## src/rtl/one_addr_pkg.sv

```systemverilog
// Shared helpers for the one-address datapath: address-width derivation and
// the MSB-first priority encoder used to pick the next granted address.
package one_addr_pkg;

    localparam int MAX_N = 64;

    function automatic int addr_width(input int n);
        return (n > 1) ? $clog2(n) : 1;
    endfunction

    // Index of the highest set bit among the low n bits; 0 when none are set.
    function automatic int msb_index(input logic [MAX_N-1:0] vec, input int n);
        int idx;
        idx = 0;
        for (int i = 0; i < MAX_N; i++) begin
            if (i < n && vec[i]) begin
                idx = i;
            end
        end
        return idx;
    endfunction

endpackage

```

## src/rtl/one_addr_sched_if.sv

```systemverilog
// Request-vector input channel and granted-address output channel of the scheduler.
interface one_addr_sched_if
    import one_addr_pkg::*;
#(
    parameter int N = 8
);
    localparam int AW = addr_width(N);

    logic [N-1:0]  data;
    logic          vld_i;
    logic          rdy_o;
    logic [AW-1:0] addr;
    logic          vld_o;
    logic          rdy_i;
    logic          last_o;

    modport slave (
        input  data, vld_i, rdy_i,
        output rdy_o, addr, vld_o, last_o
    );

    modport master (
        output data, vld_i, rdy_i,
        input  rdy_o, addr, vld_o, last_o
    );

endinterface

```

## src/rtl/one_addr_vec_fifo.sv

```systemverilog
// W-wide, DEPTH-entry synchronous FIFO with a combinational head read so the
// scheduler can reload its working register in the same cycle as the pop.
module one_addr_vec_fifo #(
    parameter int W     = 8,
    parameter int DEPTH = 2
) (
    input  logic                         clk,
    input  logic                         rst_n,
    input  logic                         push_i,
    input  logic [W-1:0]                 data_i,
    input  logic                         pop_i,
    output logic [W-1:0]                 head_o,
    output logic                         full_o,
    output logic                         empty_o,
    output logic [$clog2(DEPTH+1)-1:0]   count_o
);
    localparam int PW = (DEPTH > 1) ? $clog2(DEPTH) : 1;
    localparam int CW = $clog2(DEPTH + 1);

    logic [W-1:0]  mem [DEPTH];
    logic [PW-1:0] wr_q, wr_d;
    logic [PW-1:0] rd_q, rd_d;
    logic [CW-1:0] count_q, count_d;

    // Pointers wrap explicitly so non-power-of-two depths work.
    function automatic logic [PW-1:0] ptr_inc(input logic [PW-1:0] p);
        return (p == PW'(DEPTH - 1)) ? '0 : p + 1'b1;
    endfunction

    always_comb begin
        wr_d    = push_i ? ptr_inc(wr_q) : wr_q;
        rd_d    = pop_i  ? ptr_inc(rd_q) : rd_q;
        count_d = count_q + CW'(push_i) - CW'(pop_i);
    end

    always_ff @(posedge clk or negedge rst_n) begin
        if (!rst_n) begin
            wr_q    <= '0;
            rd_q    <= '0;
            count_q <= '0;
        end else begin
            wr_q    <= wr_d;
            rd_q    <= rd_d;
            count_q <= count_d;
        end
    end

    always_ff @(posedge clk) begin
        if (push_i) begin
            mem[wr_q] <= data_i;
        end
    end

    assign head_o  = mem[rd_q];
    assign full_o  = (count_q == CW'(DEPTH));
    assign empty_o = (count_q == '0);
    assign count_o = count_q;

endmodule

```

## src/rtl/one_addr_sched.sv

```systemverilog
// Serialises buffered request vectors into MSB-first addresses of their set bits,
// one per cycle, with a bubble-free reload of the next vector.
module one_addr_sched
    import one_addr_pkg::*;
#(
    parameter int N     = 8,
    parameter int DEPTH = 2
) (
    input  logic             clk,
    input  logic             rst_n,
    one_addr_sched_if.slave  bus,
    output logic             busy_o
);
    localparam int AW = addr_width(N);
    localparam int CW = $clog2(DEPTH + 1);

    logic [N-1:0]  pend_q, pend_d;
    logic [AW-1:0] addr_q, addr_d;
    logic          vld_q, vld_d;
    logic          last_q, last_d;

    logic [N-1:0]  rest;
    logic [N-1:0]  next_vec;
    logic [N-1:0]  fifo_head;
    logic [AW-1:0] sel;
    logic [CW-1:0] fifo_count;
    logic          fifo_full, fifo_empty;
    logic          fifo_push, fifo_pop;
    logic          adv, accept, need_load, bypass;

    one_addr_vec_fifo #(
        .W     (N),
        .DEPTH (DEPTH)
    ) u_fifo (
        .clk     (clk),
        .rst_n   (rst_n),
        .push_i  (fifo_push),
        .data_i  (bus.data),
        .pop_i   (fifo_pop),
        .head_o  (fifo_head),
        .full_o  (fifo_full),
        .empty_o (fifo_empty),
        .count_o (fifo_count)
    );

    always_comb begin
        sel       = AW'(msb_index(MAX_N'(pend_q), N));
        rest      = pend_q & ~(N'(1) << sel);
        adv       = !vld_q || bus.rdy_i;
        accept    = bus.vld_i && !fifo_full;
        need_load = adv && ((pend_q == '0) || (rest == '0));

        // Next vector: FIFO head first, else the incoming vector straight through.
        next_vec = '0;
        fifo_pop = 1'b0;
        bypass   = 1'b0;
        if (!fifo_empty) begin
            next_vec = fifo_head;
            fifo_pop = need_load;
        end else if (accept) begin
            next_vec = bus.data;
            bypass   = need_load;
        end
        fifo_push = accept && !bypass;

        pend_d = pend_q;
        addr_d = addr_q;
        vld_d  = vld_q;
        last_d = last_q;
        if (adv) begin
            if (pend_q != '0) begin
                addr_d = sel;
                vld_d  = 1'b1;
                last_d = (rest == '0);
                pend_d = (rest != '0) ? rest : next_vec;
            end else begin
                vld_d  = 1'b0;
                last_d = 1'b0;
                pend_d = next_vec;
            end
        end
    end

    always_ff @(posedge clk or negedge rst_n) begin
        if (!rst_n) begin
            pend_q <= '0;
            addr_q <= '0;
            vld_q  <= 1'b0;
            last_q <= 1'b0;
        end else begin
            pend_q <= pend_d;
            addr_q <= addr_d;
            vld_q  <= vld_d;
            last_q <= last_d;
        end
    end

    assign bus.rdy_o  = !fifo_full;
    assign bus.addr   = addr_q;
    assign bus.vld_o  = vld_q;
    assign bus.last_o = last_q;
    assign busy_o     = (fifo_count != '0) || (pend_q != '0) || vld_q;

endmodule
```

## src/flat_wrapper.sv

```systemverilog
// flat-port wrapper written by rule: the top's interface ports become plain ports
module one_addr_sched_flat import one_addr_pkg::*;
#(
    parameter int N     = 8,
    parameter int DEPTH = 2
)
  (clk, rst_n, busy_o, bus_data, bus_vld_i, bus_rdy_i, bus_rdy_o, bus_addr, bus_vld_o, bus_last_o);
  one_addr_sched_if #(.N(N)) bus_i ();
  input  logic clk;
  input  logic rst_n;
  output logic busy_o;
  input wire logic [$bits(bus_i.data)-1:0] bus_data;
  input wire logic [$bits(bus_i.vld_i)-1:0] bus_vld_i;
  input wire logic [$bits(bus_i.rdy_i)-1:0] bus_rdy_i;
  output wire logic [$bits(bus_i.rdy_o)-1:0] bus_rdy_o;
  output wire logic [$bits(bus_i.addr)-1:0] bus_addr;
  output wire logic [$bits(bus_i.vld_o)-1:0] bus_vld_o;
  output wire logic [$bits(bus_i.last_o)-1:0] bus_last_o;
  assign bus_i.data = bus_data;
  assign bus_i.vld_i = bus_vld_i;
  assign bus_i.rdy_i = bus_rdy_i;
  assign bus_rdy_o = bus_i.rdy_o;
  assign bus_addr = bus_i.addr;
  assign bus_vld_o = bus_i.vld_o;
  assign bus_last_o = bus_i.last_o;
  one_addr_sched #(.N(N), .DEPTH(DEPTH)) u_core (.clk(clk), .rst_n(rst_n), .bus(bus_i), .busy_o(busy_o));
endmodule
```

## config.mk

```make
export PLATFORM = sky130hd
export DESIGN_NAME = one_addr_sched_flat
export DESIGN_NICKNAME = d
export VERILOG_FILES = /design/src/rtl/one_addr_pkg.sv /design/src/rtl/one_addr_sched_if.sv /design/src/rtl/one_addr_vec_fifo.sv /design/src/rtl/one_addr_sched.sv /design/src/flat_wrapper.sv
export SDC_FILE = /design/constraint.sdc
export NUM_CORES = 1
export LEC_CHECK = 0
export ABC_CLOCK_PERIOD_IN_PS = 4820
export CAP_MARGIN = 30
export CORE_AREA = 4 4 60 57
export CTS_CLUSTER_SIZE = 8
export DETAILED_ROUTE_END_ITERATION = 8
export DIE_AREA = 0 0 64 61
export GPL_ROUTABILITY_DRIVEN = 1
export PLACE_DENSITY = 0.8
export SLEW_MARGIN = 20
export SYNTH_ARGS = -nofsm -noshare
export SYNTH_HDL_FRONTEND = slang
export SYNTH_SLANG_ARGS = --single-unit
```

## constraint.sdc

```tcl
create_clock -name clk -period 4.82 [get_ports clk]
set_input_delay 0.723 -clock clk [delete_from_list [all_inputs] [get_ports clk]]
set_output_delay 0.723 -clock clk [all_outputs]
set_load 0.01 [all_outputs]
```

* Word level (Yosys, flattened, before mapping)
Memories as Yosys holds them, arrays and structs flattened. Cells that the tools add are included.
Word-level totals: input port bits 12, output and inout port bits 7, memories 1, logic and storage cells 53, register bits after elaboration 17, RAM bits 16
Operators by class: reduce and logical (&&, ||, !) cells 17, mux-type cells 20, add/subtract/negate cells 4, equal/unequal tests 1, shift-type cells 1, bitwise gates (word level) 2
Memories:
- u_core.u_fifo.mem | words 2, width 8, read ports 1, clocked after memory_dff 0, wr ports 1, line one_addr_vec_fifo.sv:20 | logic [W-1:0] mem [DEPTH];
Operators with widths (number):
- $mux W8 | 4
- $mux W3 | 6
- $logic_not A8 Y1 | 2
- $reduce_bool A8 Y1 | 2
- $mux W1 | 10
- $and A8 B8 Y8 | 1
- $not A8 Y8 | 1
- $shl A1 B3 Y8 const A | 1
- $logic_or A1 B1 Y1 | 4
- $logic_and A1 B1 Y1 | 3
- $logic_not A1 Y1 | 3
- $add A1 B1 Y1 const B | 2
- $add A2 B1 Y2 | 1
- $eq A2 B2 Y1 const B | 1
- $logic_not A2 Y1 | 1
- $reduce_and A2 Y1 | 1
- $reduce_bool A2 Y1 | 1
- $sub A2 B1 Y2 | 1

* Longest topological paths before layout
Gate-level depths: netlist (run 1).
depth after elaboration 19, mapped depth 10

* By module
From an unflattened synthesis (run 1), not the netlist that was laid out.
Unflattened totals: cells, all modules 139, area total of the unflattened synthesis 1629.1 um^2
By module, submodules not included:
- one_addr_sched | area each 820.8 um^2, times used 1, sequential area each 325.3 um^2, cells each 99
- one_addr_vec_fifo | area each 808.3 um^2, times used 1, sequential area each 580.6 um^2, cells each 40

* Least setup slack after synthesis (run 1)
Ideal clock, no wire load.
path type register to register, start register u_core.pend_q[4], end register u_core.u_fifo.count_q[1] (netlist: u_core.u_fifo.count_o[1]), setup slack 2.416 ns, data required time 4.740 ns, arrival time 2.324 ns, stages on the path, launching flop included 11, setup time 0.080 ns, buffers on the path 1, clock period less this slack 2.404 ns, path through dfrtp_1 buf_2 or4_4 a211oi_4 o211ai_4 o211ai_4 ha_1 inv_1 ha_1 xnor2_1 xnor2_1
On the way: longest elaborated chain between the ends 16, elaborated cells between the ends (all ways) 18
RTL lines:
- start: declaration | line one_addr_sched.sv:17 | logic [N-1:0] pend_q, pend_d;
- start signal: assignment | line one_addr_sched.sv:91 | pend_q <= pend_d;
- $mux W3 (4 in series) | line one_addr_pkg.sv:16 | if (i < n && vec[i]) begin
- $shl A1 B3 Y8 | line one_addr_sched.sv:48 | rest = pend_q & ~(N'(1) << sel);
- $not A8 Y8 | line one_addr_sched.sv:48
- $and A8 B8 Y8 | line one_addr_sched.sv:48
- $logic_not A8 Y1 | line one_addr_sched.sv:51 | need_load = adv && ((pend_q == '0) || (rest == '0));
- $logic_or A1 B1 Y1 * | line one_addr_sched.sv:51
- $logic_and A1 B1 Y1 * | line one_addr_sched.sv:51
- $mux W1 | line one_addr_sched.sv:60 | end else if (accept) begin
- $mux W1 | line one_addr_sched.sv:57 | if (!fifo_empty) begin
- $logic_not A1 Y1 | line one_addr_sched.sv:64 | fifo_push = accept && !bypass;
- $logic_and A1 B1 Y1 | line one_addr_sched.sv:64
- $add A2 B1 Y2 | line one_addr_vec_fifo.sv:33 | count_d = count_q + CW'(push_i) - CW'(pop_i);
- $sub A2 B1 Y2 * | line one_addr_vec_fifo.sv:33
- net u_core.u_fifo.count_d[1] | line one_addr_vec_fifo.sv:23 | logic [CW-1:0] count_q, count_d;
- end signal: assignment | line one_addr_vec_fifo.sv:44 | count_q <= count_d;
- end: declaration | line one_addr_vec_fifo.sv:23
The timed path passes the listed nets; every way through them passes the cells marked *. A chain may end at the register's enable or synchronous reset.

* Final worst setup path (run 1)
start register u_core.pend_q[4], end output port busy_o
On the way: longest elaborated chain between the ends 3
RTL lines:
- $reduce_bool A8 Y1 | line one_addr_sched.sv:102 | assign busy_o = (fifo_count != '0) || (pend_q != '0) || vld_q;
- $logic_or A1 B1 Y1 (2 in series) | line one_addr_sched.sv:102
- end: declaration | line flat_wrapper.sv:11 | output logic busy_o;
No other way between the ends.

==> results of run 1 <==
[power by group through the flow]
stage	logic [W]	registers (W)	clock network, W
5_1_grt	0.000633	0.000525	0.000170
2_1_floorplan	0.000435	0.000471	0
3_5_place_dp	0.000573	0.000512	0
3_3_place_gp	0.000533	0.000502	0
4_1_cts	0.000577	0.000506	0.000152
6_report	0.000573	0.000507	0.000150
[per-stage QoR]
stage          instance area (um2)  setup slack, ns  util, %  cells  hold WS (ns)
2_1_floorplan                 1570             2.42        -    133         0.427
3_3_place_gp                  1760             1.97     64.7    184         0.464
3_5_place_dp                  1770             1.96     65.1    185         0.494
4_1_cts                       1830             1.56     67.0    193         0.513
5_1_grt                       1830             1.37     67.0    193         0.541
6_report                      1830             1.55     67.0    193         0.509
[synth_stat cells (all sizes together), types with 4 or more instances]
master,number,share of area [%]
inv,5,1.2
dfrtp,17,27
o31ai,6,2.9
mux2i,8,5.1
edfxtp,16,31
nand2,5,1.2
clkbuf,4,0.96
nor2,16,4.0
a21oi,4,1.3
o21ai,11,3.5
a31oi,9,3.6
[flip-flops by register name, summed over array words and instances (netlist names)]
signal and flops:
u_core.u_fifo.rd_q 1, u_core.u_fifo.count_o 2, u_core.bus.addr 3, u_core.u_fifo.wr_q 1, u_core.u_fifo.mem 16, u_core.bus.last_o 1
u_core.bus.vld_o 1, u_core.pend_q 8
[worst max path at each step]
stage          slack [ns]  cells after the start                       end             start
4_1_cts              1.56                      4                    busy_o  u_core.pend_q[4]
3_3_place_gp         1.97                      4                    busy_o  u_core.pend_q[6]
5_1_grt              1.37                      4                    busy_o  u_core.pend_q[4]
6_report             1.55                      4                    busy_o  u_core.pend_q[4]
2_1_floorplan        2.42                     10  u_core.u_fifo.count_o[1]  u_core.pend_q[4]
3_5_place_dp         1.96                      4                    busy_o  u_core.pend_q[6]
[kinds of logic (layout without fill, tap and decap cells)]
logic type,count (synthesis),in the layout,share of synthesized area (%)
compound gates,38,38,17.9
xor+xnor,4,4,2.23
buf+inv,12,32,3.51
fa+ha+maj,4,4,2.87
simple gates,34,34,10.6
flops,33,33,57.7
mux,8,8,5.10
[metal layers]
| metal | vias up | GRT usage [%] | share of wire [%] |
|---|---|---|---|
| met5 | - | 0 | 0 |
| met1 | 532 | 22.9 | 42 |
| met2 | 32 | 33.1 | 50 |
| met3 | 8 | 6.85 | 6.3 |
| met4 | 0 | 8.00 | 1.9 |
| li1 | 528 | - | - |
[layout make-up]
class	count	area [um2]
flip-flops and latches	33	906
fillers	210	900
multi-input cells	88	608
repair buffers	19	191
well taps	40	50.0
clock buffers	6	41.3
inverters	5	18.8
clock inverters	2	10.0
==> out/qor.txt, run 1 <==
DRT Wirelength - 3250 um
Setup slack, reg-to-reg - 1.97 ns
Initial antenna violation count - 0
Switching share of power - 41.8%
Area Overhead vs Synth - 16.3%
Maximum fanout along the worst path - 8
Max Cap Violations - 0
CP Data Required Time - 4.10 ns
NetSw - 0.000514 W
DR vias/cell - 5.70
Routed wire per std cell - 16.9 um
Status - completed
Synthesized area per cell - 11.8 um2
Part of the power in the clock network - 12.2%
Vias in the first global route - 1,133
First-pass GRT wire length - 5510 um
Iteration-0 DRC Markers - 61
Die H - 61 um
Gr ovfl total - 0
Minimum clock period - 3.27 ns
Via count - 1,100
Drt pass-1 iters - 4
Clock Path Buffers - 2
Critical Path Source Type - register
Gpl congestion - 0.803
Root Driver - clkbuf_4
PortBufs - 18
Synth unique cells - 34
Sequential Power Share - 41.2%
Pins over their slew limit - 0
Endpoints failing setup - 0
I/O pin count - 19
Hold WC Path Type - register to register
Hold-fix buffers, CTS - 0
DRC violations left - 0
Die boundary width - 64 um
Largest net degree at the start of global routing - 18
Ant diodes - 0
Buf/Inv on CP - 1
Post-CTS Setup Repair Bufs - 0
#FFs+latches synth - 33
Ys async rst share - 51.5%
Std-Cell Rows - 18
Hpwl dp - 2390 um
Commonest non-fill, non-tap cell in the layout - clkdlybuf4s50_1
Reg2Reg Capture Point - u_core.u_fifo.count_o[1]
Cells after Synth - 133
Internal power - 0.000716 W
CP max stage delay - 0.58 ns
Number of synthesis warnings - 0
Fin crit share - 67.9%
WP data arrival - 2.55 ns
Area of the mapped netlist - 0.00157 mm2
RR Startpoint - u_core.pend_q[3]
Fin nets - 166
CTS resizes - 0
Power, Total - 0.00123 W
CTS Buf Count - 5
Relative max-transition margin - 48.6%
Post-synthesis sequential area ratio - 57.7%
Hold EP - u_core.u_fifo.wr_q
PwrDens - 674 mW/mm2
Crit path cell chain - nor4_1 > nand2_1 > or4_1 > clkdlybuf4s50_1
All-Layer GR Usage - 19.5%
R2r worst-path depth - 9
Crit path max-delay family - simple AND/OR/NAND/NOR gates
Leak - 0.715 nW
Final Hold Viols - 0
Hold path cells - 1
Placeable Area - 0.00273 mm2
Share of cells above drive strength 1 - 9.80%
Htree depth - 2
Crit path max-delay cell type - nor4_1
Endpoint class of the critical path - primary output
F_max - 0.306 GHz
Top_reg_cell synth - dfrtp_1
Initial Util - 57.6%
Worst IR Drop VDD - 367 uV
Worst-Skew Late Latency - 0.35 ns
Hold_sp - u_core.u_fifo.wr_q
Synthesized Nets - 147
Gate power share - 46.6%
Fin Setup TNS - 0 ns
Die area - 0.00390 mm2
CTS tree - yes
CTS sink cnt - 33
Commonest cells after routing, fill and taps aside - 18 x clkdlybuf4s50_1, 17 x dfrtp_1, 16 x edfxtp_1
Reg clk slew, reported paths - 0.10 ns
Critical path type - register to primary output
Post-synth EDFFs - 16
Worst Tran Pin Value - 0.768 ns
Clk_skew - 0.0101 ns
ANT nets after route - 0
Unrepaired setup endpoints after global routing - false
Note: power is estimated with default switching activity, not from simulation.
==> run 2: changes to the inputs <==
--- a/config.mk
+++ b/config.mk
@@ -5,14 +5,14 @@
 export SDC_FILE = /design/constraint.sdc
 export NUM_CORES = 1
 export LEC_CHECK = 0
-export ABC_CLOCK_PERIOD_IN_PS = 4820
+export ABC_CLOCK_PERIOD_IN_PS = 3100
 export CAP_MARGIN = 30
-export CORE_AREA = 4 4 60 57
+export CORE_AREA = 4 4 62 59
 export CTS_CLUSTER_SIZE = 8
 export DETAILED_ROUTE_END_ITERATION = 8
-export DIE_AREA = 0 0 64 61
+export DIE_AREA = 0 0 66 63
 export GPL_ROUTABILITY_DRIVEN = 1
-export PLACE_DENSITY = 0.8
+export PLACE_DENSITY = 0.75
 export SLEW_MARGIN = 20
 export SYNTH_ARGS = -nofsm -noshare
 export SYNTH_HDL_FRONTEND = slang
==> constraint.sdc (replaced) <==
create_clock -name clk -period 3.1 [get_ports clk]
set_input_delay 0.465 -clock clk [delete_from_list [all_inputs] [get_ports clk]]
set_output_delay 0.465 -clock clk [all_outputs]
set_load 0.01 [all_outputs]
==> out/qor.txt, run 2 (synthesized netlist as in run 1, its figures left out) <==
Final instance count without filler cells - 195 (+1.0%)
NetSw - 0.000772 W (+50%)
Share of cells above drive strength 1 - 11.1% (+1.3 points)
Final Hold Viols - 0 (unchanged)
Commonest non-fill, non-tap cell in the layout - clkdlybuf4s50_1
Root Driver - clkbuf_4
Gate power share - 42.9% (-3.7 points)
Final Util - 62.9% (-4.1 points)
Relative max-transition margin - 48.9% (+0.27 points)
Htree depth - 2 (unchanged)
Initial antenna violation count - 0 (unchanged)
Switching share of power - 38.8% (-3.0 points)
CTS tree - yes
Iteration-0 DRC Markers - 35 (-43%)
DRC violations left - 0 (unchanged)
Leak - 0.727 nW (+1.8%)
Fin crit share - 92.2%
ANT nets after route - 0 (unchanged)
Max Cap Violations - 0 (unchanged)
Endpoint class of the critical path - primary output
Vias in the first global route - 1,046 (-7.7%)
Gpl congestion - 0.819 (+2.0%)
Minimum clock period - 2.86 ns
Part of the power in the clock network - 17.2% (+5.0 points)
Placeable Area - 0.00297 mm2 (+9.0%)
Die area - 0.00416 mm2 (+6.5%)
Fin Setup TNS - 0 ns (unchanged)
CTS Buf Count - 5 (unchanged)
Post-CTS Setup Repair Bufs - 0 (unchanged)
CTS resizes - 0 (unchanged)
Max reg flops - 16 (unchanged)
Worst Tran Pin Value - 0.764 ns (-0.00441 ns)
F_max - 0.350 GHz
Fin nets - 166 (unchanged)
Clk_skew - 0.00716 ns (-0.00296 ns)
Inst Count DP - 187 (+1.1%)
Hold-fix buffers, CTS - 0 (unchanged)
Via count - 1,063 (-3.4%)
Ant diodes - 0 (unchanged)
Initial Util - 52.8% (-4.8 points)
All-Layer GR Usage - 16.3% (-3.2 points)
First-pass GRT wire length - 4980 um (-9.5%)
Endpoints failing setup - 0 (unchanged)
Worst IR Drop VDD - 685 uV (+87%)
Seq. cell area - 906 um2 (unchanged)
Internal power - 0.00122 W (+70%)
Die boundary width - 66 um (+3.1%)
Maximum fanout along the worst path - 8 (unchanged)
DRT Wirelength - 2920 um (-10%)
Fillers - 247 (+18%)
WP data arrival - 2.39 ns (-0.16 ns)
DR vias/cell - 5.45 (-4.4%)
Multi-input gate area - 614 um2 (+1.0%)
Largest net degree at the start of global routing - 18 (unchanged)
Area Overhead vs Synth - 19.1%
Pins over their slew limit - 0 (unchanged)
Hold WC Path Type - register to register
Critical path type - register to primary output
Reg clk slew, reported paths - 0.09 ns (about the same)
Reg with most FFs - u_core.u_fifo.mem
CP Data Required Time - 2.63 ns (-1.47 ns)
CTS sink cnt - 33 (unchanged)
Routed wire per std cell - 14.9 um (-11%)
PortBufs - 18 (unchanged)
Std-Cell Rows - 19 (+1)
Hpwl dp - 2080 um (-13%)
Commonest cells after routing, fill and taps aside - 18 x clkdlybuf4s50_1, 17 x dfrtp_1, 16 x edfxtp_1
Sequential Power Share - 40.0% (-1.2 points)
Gr ovfl total - 0 (unchanged)
Worst-Skew Late Latency - 0.34 ns (about the same)
Unrepaired setup endpoints after global routing - false
Die H - 63 um (+3.3%)
Critical Path Source Type - register
PwrDens - 1060 mW/mm2 (+58%)
Status - completed
Drt pass-1 iters - 4 (unchanged)
I/O pin count - 19 (unchanged)
Clock Path Buffers - 2 (unchanged)
## run 2: worst paths after layout
kind | startpoint | endpoint | slack, ns | depth (start not counted)
max | u_core.pend_q[6] | busy_o | 0.24 | 4
min | u_core.bus.last_o | u_core.bus.last_o | 0.49 | 2
max reg2reg | u_core.pend_q[3] | u_core.u_fifo.count_o[1] | 0.38 | 9
min reg2reg | u_core.bus.last_o | u_core.bus.last_o | 0.49 | 2
max in group asynchronous | rst_n | u_core.bus.last_o | 2.09 | 1
min in group asynchronous | rst_n | u_core.bus.addr[2] | 0.55 | 1
## run 2: layout make-up
cell class                 instances  share of cell area, %
sequential                        33                   48.5
multi-input combinational         88                   32.9
timing repair buffer              19                   10.0
tap                               42                   2.81
clock buffer                       6                   2.75
clock inverter                     2                   2.01
inverter                           5                   1.00
## run 2: power by group through the flow
stage               logic [W]  registers [W]  clock network [W]
floorplan            0.000677       0.000732                  0
global placement     0.000837       0.000789                  0
detailed placement   0.000849       0.000800                  0
CTS                  0.000857       0.000790           0.000350
global route         0.000956       0.000819           0.000375
finish               0.000852       0.000795           0.000342
## run 2: critical path, cell delays in order (launching register included)
cell and delay [ns]:
dfrtp_1 0.48, nor4_2 0.46, nand2_1 0.18, or4_1 0.44
clkdlybuf4s50_1 0.49
## run 2: per-layer routing
| metal | up-vias | routed length, um | GRT usage (%) |
|---|---|---|---|
| met4 | 0 | 57 | 7.11 |
| met1 | 498 | 1310 | 21.5 |
| met2 | 28 | 1390 | 23.7 |
| met3 | 6 | 163 | 6.47 |
| met5 | - | 0 | 0 |
| li1 | 531 | - | - |
## run 2: stage by stage
stage                     hold WS (ns)  cell area (um2)  setup WS, ns  total power [W]
after global placement           0.467             1770         0.456          0.00163
after detailed placement         0.481             1770         0.456          0.00165
after floorplan                  0.169             1570         0.696          0.00141
after global routing             0.522             1870        0.0298          0.00215
after CTS                        0.503             1860        0.0769          0.00200
final                            0.491             1870         0.242          0.00199
==> run 3: changes to the inputs <==
--- a/config.mk
+++ b/config.mk
@@ -8,7 +8,6 @@
 export ABC_CLOCK_PERIOD_IN_PS = 3100
 export CAP_MARGIN = 30
 export CORE_AREA = 4 4 62 59
-export CTS_CLUSTER_SIZE = 8
 export DETAILED_ROUTE_END_ITERATION = 8
 export DIE_AREA = 0 0 66 63
 export GPL_ROUTABILITY_DRIVEN = 1
==> results of run 3 <==
Same layout as run 2: the final DEF is identical, and so are final timing and power.
